`src/rtl/pci_target_port.sv`:
```
// pci_target_port: PCI-style bus target.
// Claims address phases that decode to BASE_ADDR, stores write bursts into a
// local word memory and returns read bursts from it. All bus controls are
// active-low; tri-state drive is presented as value/enable pairs.
// Optional feature macro: PCI_TGT_WAIT_EN inserts one target wait state on the
// first data phase of every claimed transaction.
//
// Handshake: a data transfer happens on a posedge where IRDY==0 and
// TRDY_OUT==0; the last transfer is the one sampled with FRAME==1, and
// FRAME==1 with IRDY==1 during a data state is a master abort.
module pci_target_port #(
    parameter logic [31:0] BASE_ADDR = 32'h0000_0010,
    parameter int          DEPTH     = 16
) (
    input  logic        CLK,
    input  logic        RESET,
    input  logic        FRAME,
    input  logic        IRDY,
    input  logic [3:0]  CBE,
    input  logic [31:0] AD_IN,
    output logic [31:0] AD_OUT,
    output logic        AD_OE,
    output logic        TRDY_OUT,
    output logic        DEVSEL_OUT,
    output logic        TGT_OE,
    output logic        DONE
);

    localparam int IW = (DEPTH > 1) ? $clog2(DEPTH) : 1;
    localparam logic [3:0] CMD_RD = 4'b0010;
    localparam logic [3:0] CMD_WR = 4'b0011;

`ifdef PCI_TGT_WAIT_EN
    // TRDY value presented on entry to the first data phase (1 = wait state).
    localparam logic FIRST_TRDY = 1'b1;
`else
    localparam logic FIRST_TRDY = 1'b0;
`endif

    typedef enum logic [2:0] {
        IDLE      = 3'd0,
        WR_DATA   = 3'd1,
        RD_TA     = 3'd2,
        RD_DATA   = 3'd3,
        TURN      = 3'd4,
        WAIT_IDLE = 3'd5
    } state_t;

    state_t          state;
    logic [IW-1:0]   idx;
    logic            frame_q;
    logic [31:0]     mem [DEPTH];

    logic            addr_phase;
    logic            hit;
    logic            xfer;
    logic            abort;
    logic            wr_en;
    logic [IW-1:0]   idx_start;
    logic [IW-1:0]   idx_inc;

    // Decode of the current bus cycle and the wrapped index arithmetic.
    always_comb begin
        addr_phase = (state == IDLE) && !FRAME && frame_q;
        hit        = (AD_IN[31:4] == BASE_ADDR[31:4]) && ((CBE == CMD_RD) || (CBE == CMD_WR));
        xfer       = !IRDY && !TRDY_OUT;
        abort      = FRAME && IRDY;
        wr_en      = !RESET && (state == WR_DATA) && xfer;
        idx_start  = IW'(32'(AD_IN[3:0]) % 32'(DEPTH));
        if (int'(idx) == DEPTH - 1) begin
            idx_inc = '0;
        end else begin
            idx_inc = idx + IW'(1);
        end
    end

    // Word memory with per-byte write enables; not cleared by reset.
    always_ff @(posedge CLK) begin
        if (wr_en) begin
            for (int b = 0; b < 4; b++) begin
                if (!CBE[b]) begin
                    mem[idx][8*b +: 8] <= AD_IN[8*b +: 8];
                end
            end
        end
    end

    // Target FSM with all bus-facing outputs registered.
    always_ff @(posedge CLK) begin
        if (RESET) begin
            state      <= IDLE;
            idx        <= '0;
            frame_q    <= 1'b0;   // forces FRAME to be seen high before a new claim
            AD_OUT     <= '0;
            AD_OE      <= 1'b0;
            TRDY_OUT   <= 1'b1;
            DEVSEL_OUT <= 1'b1;
            TGT_OE     <= 1'b0;
            DONE       <= 1'b0;
        end else begin
            frame_q <= FRAME;
            DONE    <= 1'b0;
            case (state)
                IDLE: begin
                    if (addr_phase) begin
                        if (hit) begin
                            idx        <= idx_start;
                            TGT_OE     <= 1'b1;
                            DEVSEL_OUT <= 1'b0;
                            if (CBE == CMD_WR) begin
                                state    <= WR_DATA;
                                TRDY_OUT <= FIRST_TRDY;
                            end else begin
                                state    <= RD_TA;
                                TRDY_OUT <= 1'b1;
                            end
                        end else begin
                            state <= WAIT_IDLE;
                        end
                    end
                end
                WR_DATA: begin
                    if (abort) begin
                        state      <= TURN;
                        TRDY_OUT   <= 1'b1;
                        DEVSEL_OUT <= 1'b1;
                    end else if (TRDY_OUT) begin
                        TRDY_OUT <= 1'b0;   // end of the optional wait state
                    end else if (xfer) begin
                        idx <= idx_inc;
                        if (FRAME) begin
                            state      <= TURN;
                            TRDY_OUT   <= 1'b1;
                            DEVSEL_OUT <= 1'b1;
                        end
                    end
                end
                RD_TA: begin
                    if (abort) begin
                        state      <= TURN;
                        TRDY_OUT   <= 1'b1;
                        DEVSEL_OUT <= 1'b1;
                    end else begin
                        state    <= RD_DATA;
                        AD_OE    <= 1'b1;
                        AD_OUT   <= mem[idx];
                        TRDY_OUT <= FIRST_TRDY;
                    end
                end
                RD_DATA: begin
                    if (abort) begin
                        state      <= TURN;
                        AD_OE      <= 1'b0;
                        TRDY_OUT   <= 1'b1;
                        DEVSEL_OUT <= 1'b1;
                    end else if (TRDY_OUT) begin
                        TRDY_OUT <= 1'b0;
                    end else if (xfer) begin
                        idx <= idx_inc;
                        if (FRAME) begin
                            state      <= TURN;
                            AD_OE      <= 1'b0;
                            TRDY_OUT   <= 1'b1;
                            DEVSEL_OUT <= 1'b1;
                        end else begin
                            AD_OUT <= mem[idx_inc];
                        end
                    end
                end
                TURN: begin
                    state  <= IDLE;
                    TGT_OE <= 1'b0;
                    DONE   <= 1'b1;
                end
                WAIT_IDLE: begin
                    if (FRAME && IRDY) begin
                        state <= IDLE;
                    end
                end
                default: begin
                    state <= IDLE;
                end
            endcase
        end
    end

endmodule

```
`config.mk`:
```
export PLATFORM = sky130hd
export DESIGN_NAME = pci_target_port
export DESIGN_NICKNAME = d
export VERILOG_FILES = /design/src/rtl/pci_target_port.sv
export SDC_FILE = /design/constraint.sdc
export NUM_CORES = 1
export LEC_CHECK = 0
export ABC_AREA = 1
export BUFFER_PORTS_ARGS = -buffer_cell sky130_fd_sc_hd__buf_2
export CAP_MARGIN = 25
export CORE_MARGIN = 10
export CORE_UTILIZATION = 30
export DETAILED_ROUTE_END_ITERATION = 12
export HOLD_SLACK_MARGIN = 0.15
export PLACE_DENSITY_LB_ADDON = 0.12
export SLEW_MARGIN = 10
export SYNTH_ARGS = -nofsm -noshare
export SYNTH_HDL_FRONTEND = slang
export SYNTH_SLANG_ARGS = --single-unit
```
`constraint.sdc`:
```
create_clock -name CLK -period 2.9 [get_ports CLK]
set_input_delay 0.58 -clock CLK [delete_from_list [all_inputs] [get_ports CLK]]
set_output_delay 0.58 -clock CLK [all_outputs]
set_load 0.05 [all_outputs]
```
==> results.yml, run 1 <==
sta:
  finalSetupViolations: 0
  finalCriticalPeriod_ns: 2.43
  slew_headroom_pct: 50.2
  timing.fmax_ghz: 0.411
  fin_skew_ns: 0.0199
  slew_violations: 0
  rsz0062_at_grt: "no"
  setup_tns_ns: 0
  tightest_slew_ns: 0.747
  hold_violations: 0
  period_share_pct: 83.9
synth:
  async_flop_share_pct: 0
  syn_inst: 3164
  ys_seq_area_share_pct: 58.5
  ys_types: 29
  ys.flop_type: "edfxtp_1"
  syn-num-nets: 3208
  synth-edff-count: 512
  yosysWarnings: 0
  netlist_area_sq_um: 27900
  synth-seq-cells: 561
  avgSynthCellArea_sq_um: 8.83
clocking:
  clk_latency_ns: 0.61
  cts_resized: 0
  cts_root_buffer: "clkbuf_16"
  post_cts.repair.setup_buffers: 0
  cts_tree: "built"
  clock_path_buffers: 3
  path_clk_slew_ns: 0.06
  cts-buffers-inserted: 67
  cts_hold_buf: 0
  h-tree-depth: 3
  clock-sinks: 561
setup_path:
  end_kind: "flip-flop"
  worstReg2RegStart: "idx[0]"
  crit_chain: "inv_2, buf_4, ha_1, nand3_1, nor2_1, buf_4"
  startpoint_type: "flip-flop"
  crit_slowest_cell: "nand3_1"
  cp-startpoint: "idx[0]"
  rrSetupSlack_ns: 0.47
  r2r_cells: 6
  worstPathRequired_ns: 3.18
  endpoint: "mem[14][13]"
  max_stage_delay_ns: 0.44
  worstSetupPathType: "flip-flop to flip-flop"
  critPathMaxFanout: 19
  arrival_ns: 2.72
  timing.rr.end: "mem[14][13]"
  cpMostUsedCell: "buf_4"
floorplan:
  dieArea_sq_um: 106000
  core_sq_um: 92100
  die_w_um: 325
  io_pins: 77
  die_h_um: 325
  std_cell_rows: 111
  initial_core_util_pct: 30.3
power:
  p_clk_share_pct: 30.0
  p_per_area_nw_per_um2: 883
  cellLeakagePower_uw: 0.0122
  p_comb_share_pct: 38.1
  irDropWorstVdd_uv: 652
  p_switching_uw: 11300
  p_int_uw: 17300
  power_frac_seq_pct: 31.9
  sw_frac_of_total_pct: 39.6
grt:
  grt_overflow: 0
  grt_max_degree: 122
  antenna_found_initial: 3
  grt_use_total_pct: 19.3
  grt_pass1_vias: 23200
  grt_pass1_wl_um: 155000
detailed_routing:
  vias: 23800
  avgRoutedWirePerCell_um: 23.5
  ant_nets: 0
  drc: 0
  drt_iter0_markers: 2390
  post_drt_via_cell_ratio: 5.27
  routed_wl_um: 106000
  drtPass1Iterations: 6
place:
  post_dp_cell_area_sq_um: 30200
  io_buffers: 76
  post-dp-hpwl_um: 62600
  gp_congestion: 0.841
job:
  drv_cap: 0
cells_and_area:
  diodes: 0
  layout_common_cells: "951 x nand2_1, 512 x edfxtp_1, 492 x nand3_1, 308 x a21oi_1, 230 x o21ai_0"
  finalInstanceArea_sq_um: 32400
  area_growth_pct: 16.0
  nets: 3257
  layout_commonest_cell: "nand2_1"
  drive_above_1_share_pct: 10.3
run_status:
  outcome: "complete, no violations"
hold_path:
  hold_path.class: "input pin to flip-flop"
==> metrics by stage <==
stage / setup WS [ns] / total power, uW / hold slack (ns) / util [%] / cells
finish: 0.468 / 28600 / 0.293 / 35.2 / 4509
global route: 0.348 / 30200 / 0.270 / 35.2 / 4509
CTS: 0.514 / 28700 / 0.254 / 35.2 / 4508
detailed placement: 0.317 / 20100 / 0.449 / 32.8 / 4386
global placement: 0.358 / 20000 / 0.443 / 32.7 / 4385
floorplan: 0.562 / 16300 / 0.450 / - / 3164
==> worst max-delay path: cells and delay by family, from the launching register on <==
family        cells  cell delay (ns)
buf+inv           3             0.79
flops             1             0.35
fa+ha+maj         1             0.28
simple gates      2             0.67
==> synthesized netlist by cell type (4+ instances only) <==
library cell  number  area share [%]
buf_1             26            0.35
nor2_1           144             1.9
inv_1            148             2.0
nand3_1          492             8.8
ha_1               4            0.18
clkbuf_1          87             1.2
o21ai_0          230             4.1
buf_4             22            0.59
edfxtp_1         512              55
nand2_1          951              13
o21ai_1           14            0.25
o211ai_1          51             1.4
a21oi_1          308             5.5
dfxtp_1           49             3.5
buf_2             96             1.7
inv_2             10            0.13
==> routing by layer <==
layer  vias up  GRT usage [%]  wire (um)
li1      11000              -          -
met1     11600           24.9      44300
met2      1002           32.1      50500
met3       207           3.21       7320
met4         0           7.68       3710
met5         -              0          0
==> power by group through the flow <==
stage	Clock [uW]	Combinational [uW]	Sequential, uW
4_1_cts	8730	10800	9120
5_1_grt	9060	12000	9130
3_5_place_dp	0	10800	9290
3_3_place_gp	0	10700	9280
2_1_floorplan	0	7160	9160
6_report	8570	10900	9120
==> worst min path at each step <==
stage             start        to  slack (ns)  cells after the start
2_1_floorplan  state[1]  state[1]        0.45                      2
3_3_place_gp     TGT_OE    TGT_OE        0.44                      2
3_5_place_dp     TGT_OE    TGT_OE        0.45                      2
4_1_cts           RESET      DONE        0.25                      2
5_1_grt           RESET      DONE        0.27                      2
6_report          RESET      DONE        0.29                      2
==> kinds of logic (layout without fill, tap and decap cells) <==
family	Yosys count	after routing	share of synthesized area [%]
AND/OR/NAND/NOR	1600	1600	23.9
AO/OA/AOI/OAI	607	607	11.4
flip-flops	561	561	58.5
buffers and inverters	392	494	6.05
adder cells (fa/ha/maj)	4	4	0.179
==> area by class of cell <==
| type | instances | area [sq um] |
|---|---|---|
| clock buffer | 99 | 1970 |
| clock inverter | 23 | 240 |
| fill | 9228 | 59700 |
| inverter | 158 | 607 |
| multi-input combinational | 2211 | 9940 |
| sequential | 561 | 16400 |
| tap | 1243 | 1560 |
| timing repair buffer | 214 | 1720 |
==> registers in the layout (all words and copies together), names as in the netlist, named ones only <==
name / cells
AD_OE: 1
AD_OUT: 32
DEVSEL_OUT: 1
DONE: 1
TGT_OE: 1
TRDY_OUT: 1
frame_q: 1
idx: 4
mem: 512
state: 3
No activity file was read; power rests on OpenSTA's default activity.
==> inputs of run 2 (changes only) <==
--- a/config.mk
+++ b/config.mk
@@ -5,7 +5,7 @@
 export SDC_FILE = /design/constraint.sdc
 export NUM_CORES = 1
 export LEC_CHECK = 0
-export ABC_AREA = 1
+export ABC_AREA = 0
 export BUFFER_PORTS_ARGS = -buffer_cell sky130_fd_sc_hd__buf_2
 export CAP_MARGIN = 25
 export CORE_MARGIN = 10
==> constraint.sdc (replaced) <==
create_clock -name CLK -period 2.2 [get_ports CLK]
set_input_delay 0.44 -clock CLK [delete_from_list [all_inputs] [get_ports CLK]]
set_output_delay 0.44 -clock CLK [all_outputs]
set_load 0.05 [all_outputs]
==> run 2 against run 1 <==
Effect of this change:
- the flow now finishes with violations (negative setup slack)
- critical endpoint is now AD_OUT[22]
- largest cell class unchanged
- area after synthesis is 4.0% lower
- die area is 3.8% lower
- critical path depth is 3 higher
- largest power group is now registers
- sequential power is 27% higher
- highest routed layer unchanged
- design area is 10% higher
==> results.yml, run 2 <==
setup_path:
  cp-startpoint: "idx[0]"
  end_kind: "flip-flop"
  critPathMaxFanout: 11
  crit_slowest_cell: "or4_4"
  worstSetupPathType: "flip-flop to flip-flop"
  max_stage_delay_ns: 0.52
  cp.buffers_inverters: 2
  endpoint: "AD_OUT[22]"
  r2r_cells: 9
  critPathTopFamily: "simple AND/OR/NAND/NOR gates"
  arrival_ns: 2.81
  worstReg2RegStart: "idx[0]"
  cp.depth: 9
  timing.rr.end: "AD_OUT[22]"
  rrSetupSlack_ns: -0.14
  worstPathRequired_ns: 2.67
  crit_chain: "ha_4, buf_6, a31o_4, bufbuf_16, nand2_1, a21oi_1, or4_4, o211ai_1, a211oi_1"
  startpoint_type: "flip-flop"
clocking:
  clk_latency_ns: 0.62
  h-tree-depth: 3
  clock_path_buffers: 3
  clock-sinks: 561
  cts_tree: "built"
  path_clk_slew_ns: 0.06
  cts_root_buffer: "clkbuf_16"
  cts-buffers-inserted: 66
cells_and_area:
  reg.largest.list: "mem: 512 flops, AD_OUT: 32 flops, idx: 4 flops"
  layout_common_cells: "512 x edfxtp_1, 193 x buf_4, 175 x nand2_1, 157 x mux4_2, 117 x buf_12"
  nets: 2256
  drive_above_1_share_pct: 42.2
  fillers: 8068
  area_growth_pct: 33.5
  layout_commonest_cell: "edfxtp_1"
  largest_reg_flops: 512
  regMostFlops: "mem"
  finish.utilization_pct: 40.5
sta:
  whs_ns: 0.218
  tightest_slew_ns: 0.662
  period_share_pct: 106
  rsz0062_at_grt: "yes"
  slew_headroom_pct: 55.9
  finalCriticalPeriod_ns: 2.34
  slew_violations: 0
  hold_violations: 0
  finalSetupViolations: 27
  fin_ws_ns: -0.142
  fin_skew_ns: 0.0190
  timing.fmax_ghz: 0.427
job:
  drv_cap: 0
floorplan:
  die_w_um: 319
  core_sq_um: 88500
  die_h_um: 319
  initial_core_util_pct: 30.3
  io_pins: 77
  dieArea_sq_um: 102000
  std_cell_rows: 109
grt:
  met1_usage_pct: 27.1
  use_met3_pct: 2.41
  grt_busiest_layer: "met2"
  grt_use_total_pct: 19.8
  antenna_found_initial: 3
  grt_max_degree: 50
  grt_pass1_wl_um: 146000
  grt_pass1_vias: 19500
  grt_overflow: 0
  grt_use_met2_pct: 32.7
synth:
  yosysTopAreaCellShare_pct: 57.3
  synth_common_cells: "512 x edfxtp_1, 185 x nand2_1, 157 x mux4_2"
  async_flop_share_pct: 0
  ys.flop_type: "edfxtp_1"
  avgSynthCellArea_sq_um: 14.5
  syn_inst: 1853
  yosysWarnings: 0
  synth_area_leader_cell: "edfxtp_1"
  ys_types: 66
  synth-seq-cells: 561
  ys_seq_area_share_pct: 61.0
  netlist_area_sq_um: 26800
  yosysMostFrequentCell: "edfxtp_1"
  syn-num-nets: 1897
  synth-edff-count: 512
  ys_top_cells_by_area: "edfxtp_1 57%, mux4_2 13%, dfxtp_1 3.7%"
detailed_routing:
  post_drt_via_cell_ratio: 5.56
  drt_iter0_markers: 1859
  avgRoutedWirePerCell_um: 30.3
  vias: 19100
  routed_wl_um: 104000
  drc: 0
  ant_nets: 0
  drtPass1Iterations: 5
place:
  post-dp-hpwl_um: 66500
  io_buffers: 76
  gp_congestion: 0.813
power:
  p_per_area_nw_per_um2: 636
  irDropWorstVdd_uv: 491
  cellLeakagePower_uw: 0.0115
  total_power_uw: 22800
run_status:
  failed_checks: "negative setup slack"
  outcome: "finished with violations"
hold_path:
  hold_path.class: "input pin to flip-flop"
==> run 2: area by class of cell <==
| class | count | area, sq um | share of cell area, % |
|---|---|---|---|
| clock buffer | 88 | 1780 | 4.96 |
| multi-input combinational | 1129 | 10700 | 30.0 |
| antenna | 2 | 5.00 | 0.0140 |
| tap | 1165 | 1460 | 4.07 |
| inverter | 10 | 47.5 | 0.133 |
| sequential | 561 | 16400 | 45.7 |
| timing repair buffer | 444 | 5150 | 14.4 |
| clock inverter | 32 | 269 | 0.751 |
==> run 2: metrics by stage <==
step	cells	instance area, sq um	setup WS [ns]	TNS (ns)
3_5_place_dp	3240	32000	-0.729	-39.71
6_report	3431	35800	-0.142	-2.19
4_1_cts	3404	35000	-0.137	-2.19
3_3_place_gp	3240	32000	-0.703	-41.95
5_1_grt	3430	35800	-0.207	-4.24
2_1_floorplan	1853	27300	-0.316	-20.24
==> run 2: repair_timing <==
item                                    CTS  global route
gates resized for setup                  83           127
endpoints found under the setup margin   68            55
buffers inserted                         28            29
hold buffers                              2             0
pin swaps                                31            68
gates cloned                             15             1
endpoints found under the hold margin     6             0
==> run 2: tightest hold or removal path, stage by stage <==
cell	delay, ns
buf_2	0.11
buf_4	0.12
nor2b_1	0.11
==> run 2: worst min path at each step <==
stage | startpoint | endpoint | slack, ns | depth (start not counted)
after global routing | FRAME | frame_q | 0.20 | 3
after detailed placement | DEVSEL_OUT | DEVSEL_OUT | 0.46 | 1
after floorplan | AD_IN[0] | mem[0][0] | 0.54 | 0
after CTS | AD_IN[26] | mem[8][26] | 0.19 | 1
final | FRAME | frame_q | 0.22 | 3
after global placement | DEVSEL_OUT | DEVSEL_OUT | 0.47 | 1
==> run 2: cell families after synthesis <==
logic type	synth area share [%]
AO/OA/AOI/OAI	9.03
adder cells (fa/ha/maj)	0.187
buffers and inverters	2.84
XOR/XNOR	0.121
flip-flops	61.0
multiplexers	19.2
AND/OR/NAND/NOR	7.68
==> run 2: layer usage <==
layer,wire length [um],vias to the layer above
li1,-,8209
met1,45300,9956
met2,49400,745
met3,6350,154
met4,2840,0
met5,0,-
==> run 2: report_power, final <==
group / total, uW / internal [uW] / switching (uW)
combinational: 554 / 185 / 369
sequential: 11600 / 11600 / 7.79
clock: 10600 / 6060 / 4510
total: 22800 / 17900 / 4890
==> inputs of run 3 (changes only) <==
--- a/config.mk
+++ b/config.mk
@@ -13,6 +13,7 @@
 export DETAILED_ROUTE_END_ITERATION = 12
 export HOLD_SLACK_MARGIN = 0.15
 export PLACE_DENSITY_LB_ADDON = 0.12
+export SETUP_SLACK_MARGIN = 0.4
 export SLEW_MARGIN = 10
 export SYNTH_ARGS = -nofsm -noshare
 export SYNTH_HDL_FRONTEND = slang
==> constraint.sdc (replaced) <==
create_clock -name CLK -period 2.2 [get_ports CLK]
set_input_delay 0.33 -clock CLK [delete_from_list [all_inputs] [get_ports CLK]]
set_output_delay 0.33 -clock CLK [all_outputs]
set_load 0.05 [all_outputs]
==> run 3 against run 2 <==
Effect of this change:
- the flow still finishes with violations (negative setup slack)
- combinational power rose by 13%
- sequential share of layout area fell by 2.1 points
- sequential power barely moved
- final cell count rose by 1.9%
- non-clock buffer count rose by 58
- clock-buffer cell count rose by 3
- worst hold slack got worse by 0.032 ns
- die area did not move
- critical endpoint is now AD_OUT[27]
==> results.yml, run 3 (synthesis gave the netlist of run 2 again) <==
sta:
  hold_violations: 0
  slew_headroom_pct: 55.7
  timing.fmax_ghz: 0.417
  period_share_pct: 109
  rsz0062_at_grt: "yes"
  tightest_slew_ns: 0.662
  whs_ns: 0.186
  fin_skew_ns: 0.0213
  fin_ws_ns: -0.200
  slew_violations: 0
  finalSetupViolations: 31
  finalCriticalPeriod_ns: 2.40
clocking:
  path_clk_slew_ns: 0.06
  clk_latency_ns: 0.62
  clock_path_buffers: 3
  cts_root_buffer: "clkbuf_16"
  clock-sinks: 561
  h-tree-depth: 3
  cts_tree: "built"
  cts-buffers-inserted: 68
place:
  place_inst: 3237
  io_buffers: 76
  post-dp-hpwl_um: 67000
  gp_congestion: 0.827
power:
  p_per_area_nw_per_um2: 623
  cellLeakagePower_uw: 0.0121
  irDropWorstVdd_uv: 404
grt:
  grt_overflow: 0
  antenna_found_initial: 2
  grt_use_total_pct: 20.3
  grt_max_degree: 50
  grt_pass1_vias: 19600
  grt_pass1_wl_um: 149000
setup_path:
  worstSetupPathType: "flip-flop to flip-flop"
  critPathMaxFanout: 8
  crit_slowest_cell: "dfxtp_4"
  cpMostUsedCell: "buf_12"
  startpoint_type: "flip-flop"
  arrival_ns: 2.88
  end_kind: "flip-flop"
  max_stage_delay_ns: 0.37
  worstPathRequired_ns: 2.68
  crit_chain: "ha_4, buf_12, xor2_4, buf_12, buf_16, buf_4, mux2_4, a221oi_2, a31oi_1, o211ai_1, a211oi_1"
cells_and_area:
  layout_common_cells: "512 x edfxtp_1, 185 x buf_4, 170 x nand2_1, 157 x mux4_2, 120 x buf_12"
  reg.largest.list: "mem: 512 flops, AD_OUT: 32 flops, idx: 4 flops"
  largest_reg_flops: 512
  instances_no_fill: 3495
  layout_commonest_cell: "edfxtp_1"
  drive_above_1_share_pct: 45.3
  regMostFlops: "mem"
  nets: 2319
  area_growth_pct: 40.1
detailed_routing:
  post_drt_via_cell_ratio: 5.53
  highest-signal-layer: "met5"
  drtPass1Iterations: 5
  vias: 19300
  wl_met1_um: 47000
  ant_nets: 0
  drc: 0
  drt_iter0_markers: 1636
  avgRoutedWirePerCell_um: 31.0
  wl_met2_um: 51600
  met3_length_um: 5950
  routed_wl_um: 108000
floorplan:
  initial_core_util_pct: 30.3
  die_h_um: 319
  std_cell_rows: 109
  dieArea_sq_um: 102000
  core_sq_um: 88500
  io_pins: 77
  die_w_um: 319
run_status:
  outcome: "finished with violations"
  failed_checks: "negative setup slack"
hold_path:
  hold_path.class: "input pin to flip-flop"
job:
  drv_cap: 0
[run 3: worst max-delay path, delay by kind of cell, from the launching register on]
family	cells	cell delay (ns)
xor gates and xnor gates	1	0.19
DFF	1	0.37
muxes	1	0.29
AOI/OAI and AO/OA	4	0.59
adders and majority gates	1	0.14
buffers and inverters	4	0.66
[run 3: timing repair]
action | CTS | global route
pin swaps | 65 | 93
resized for setup | 226 | 152
gates cloned | 12 | 10
hold endpoints to repair | 182 | 0
setup endpoints to repair | 556 | 557
buffers inserted | 55 | 38
hold buffers | 18 | 0
[run 3: where the power goes]
group,total [uW],internal [uW],switching [uW]
Clock,11100,6590,4540
Sequential,11600,11600,12.2
Combinational,626,218,408
Total,23400,18400,4960
[run 3: worst paths after layout]
check,slack (ns),from,depth (start not counted),end
max,-0.20,idx[0],11,AD_OUT[27]
min,0.19,IRDY,4,state[2]
max reg2reg,-0.20,idx[0],11,AD_OUT[27]
min reg2reg,0.47,DEVSEL_OUT,1,DEVSEL_OUT
[run 3: cell type report]
type                            instances  area (sq um)
Sequential cell                       561         16400
Fill cell                            7841         51000
Clock inverter                         33           323
Tap cell                             1165          1460
Clock buffer                           91          1840
Inverter                               10          45.0
Multi-Input combinational cell       1132         11500
Antenna cell                            1          2.50
Timing Repair Buffer                  502          5960
[run 3: per-layer routing]
layer	track usage, %	up-vias
li1	-	8345
met1	27.1	10100
met2	33.3	676
met3	3.34	188
met4	7.13	2
met5	0	-
[run 3: stage by stage]
| step | utilization (%) | setup WS, ns | setup TNS [ns] | instance area (sq um) | power [uW] |
|---|---|---|---|---|---|
| floorplan | - | -0.316 | -9.00 | 27700 | 12000 |
| global placement | 36.2 | -0.478 | -12.11 | 32100 | 12400 |
| detailed placement | 36.2 | -0.564 | -13.94 | 32100 | 12400 |
| CTS | 40.9 | -0.159 | -3.33 | 36200 | 23600 |
| global route | 42.4 | -0.262 | -6.46 | 37600 | 24100 |
| finish | 42.4 | -0.200 | -4.20 | 37600 | 23400 |
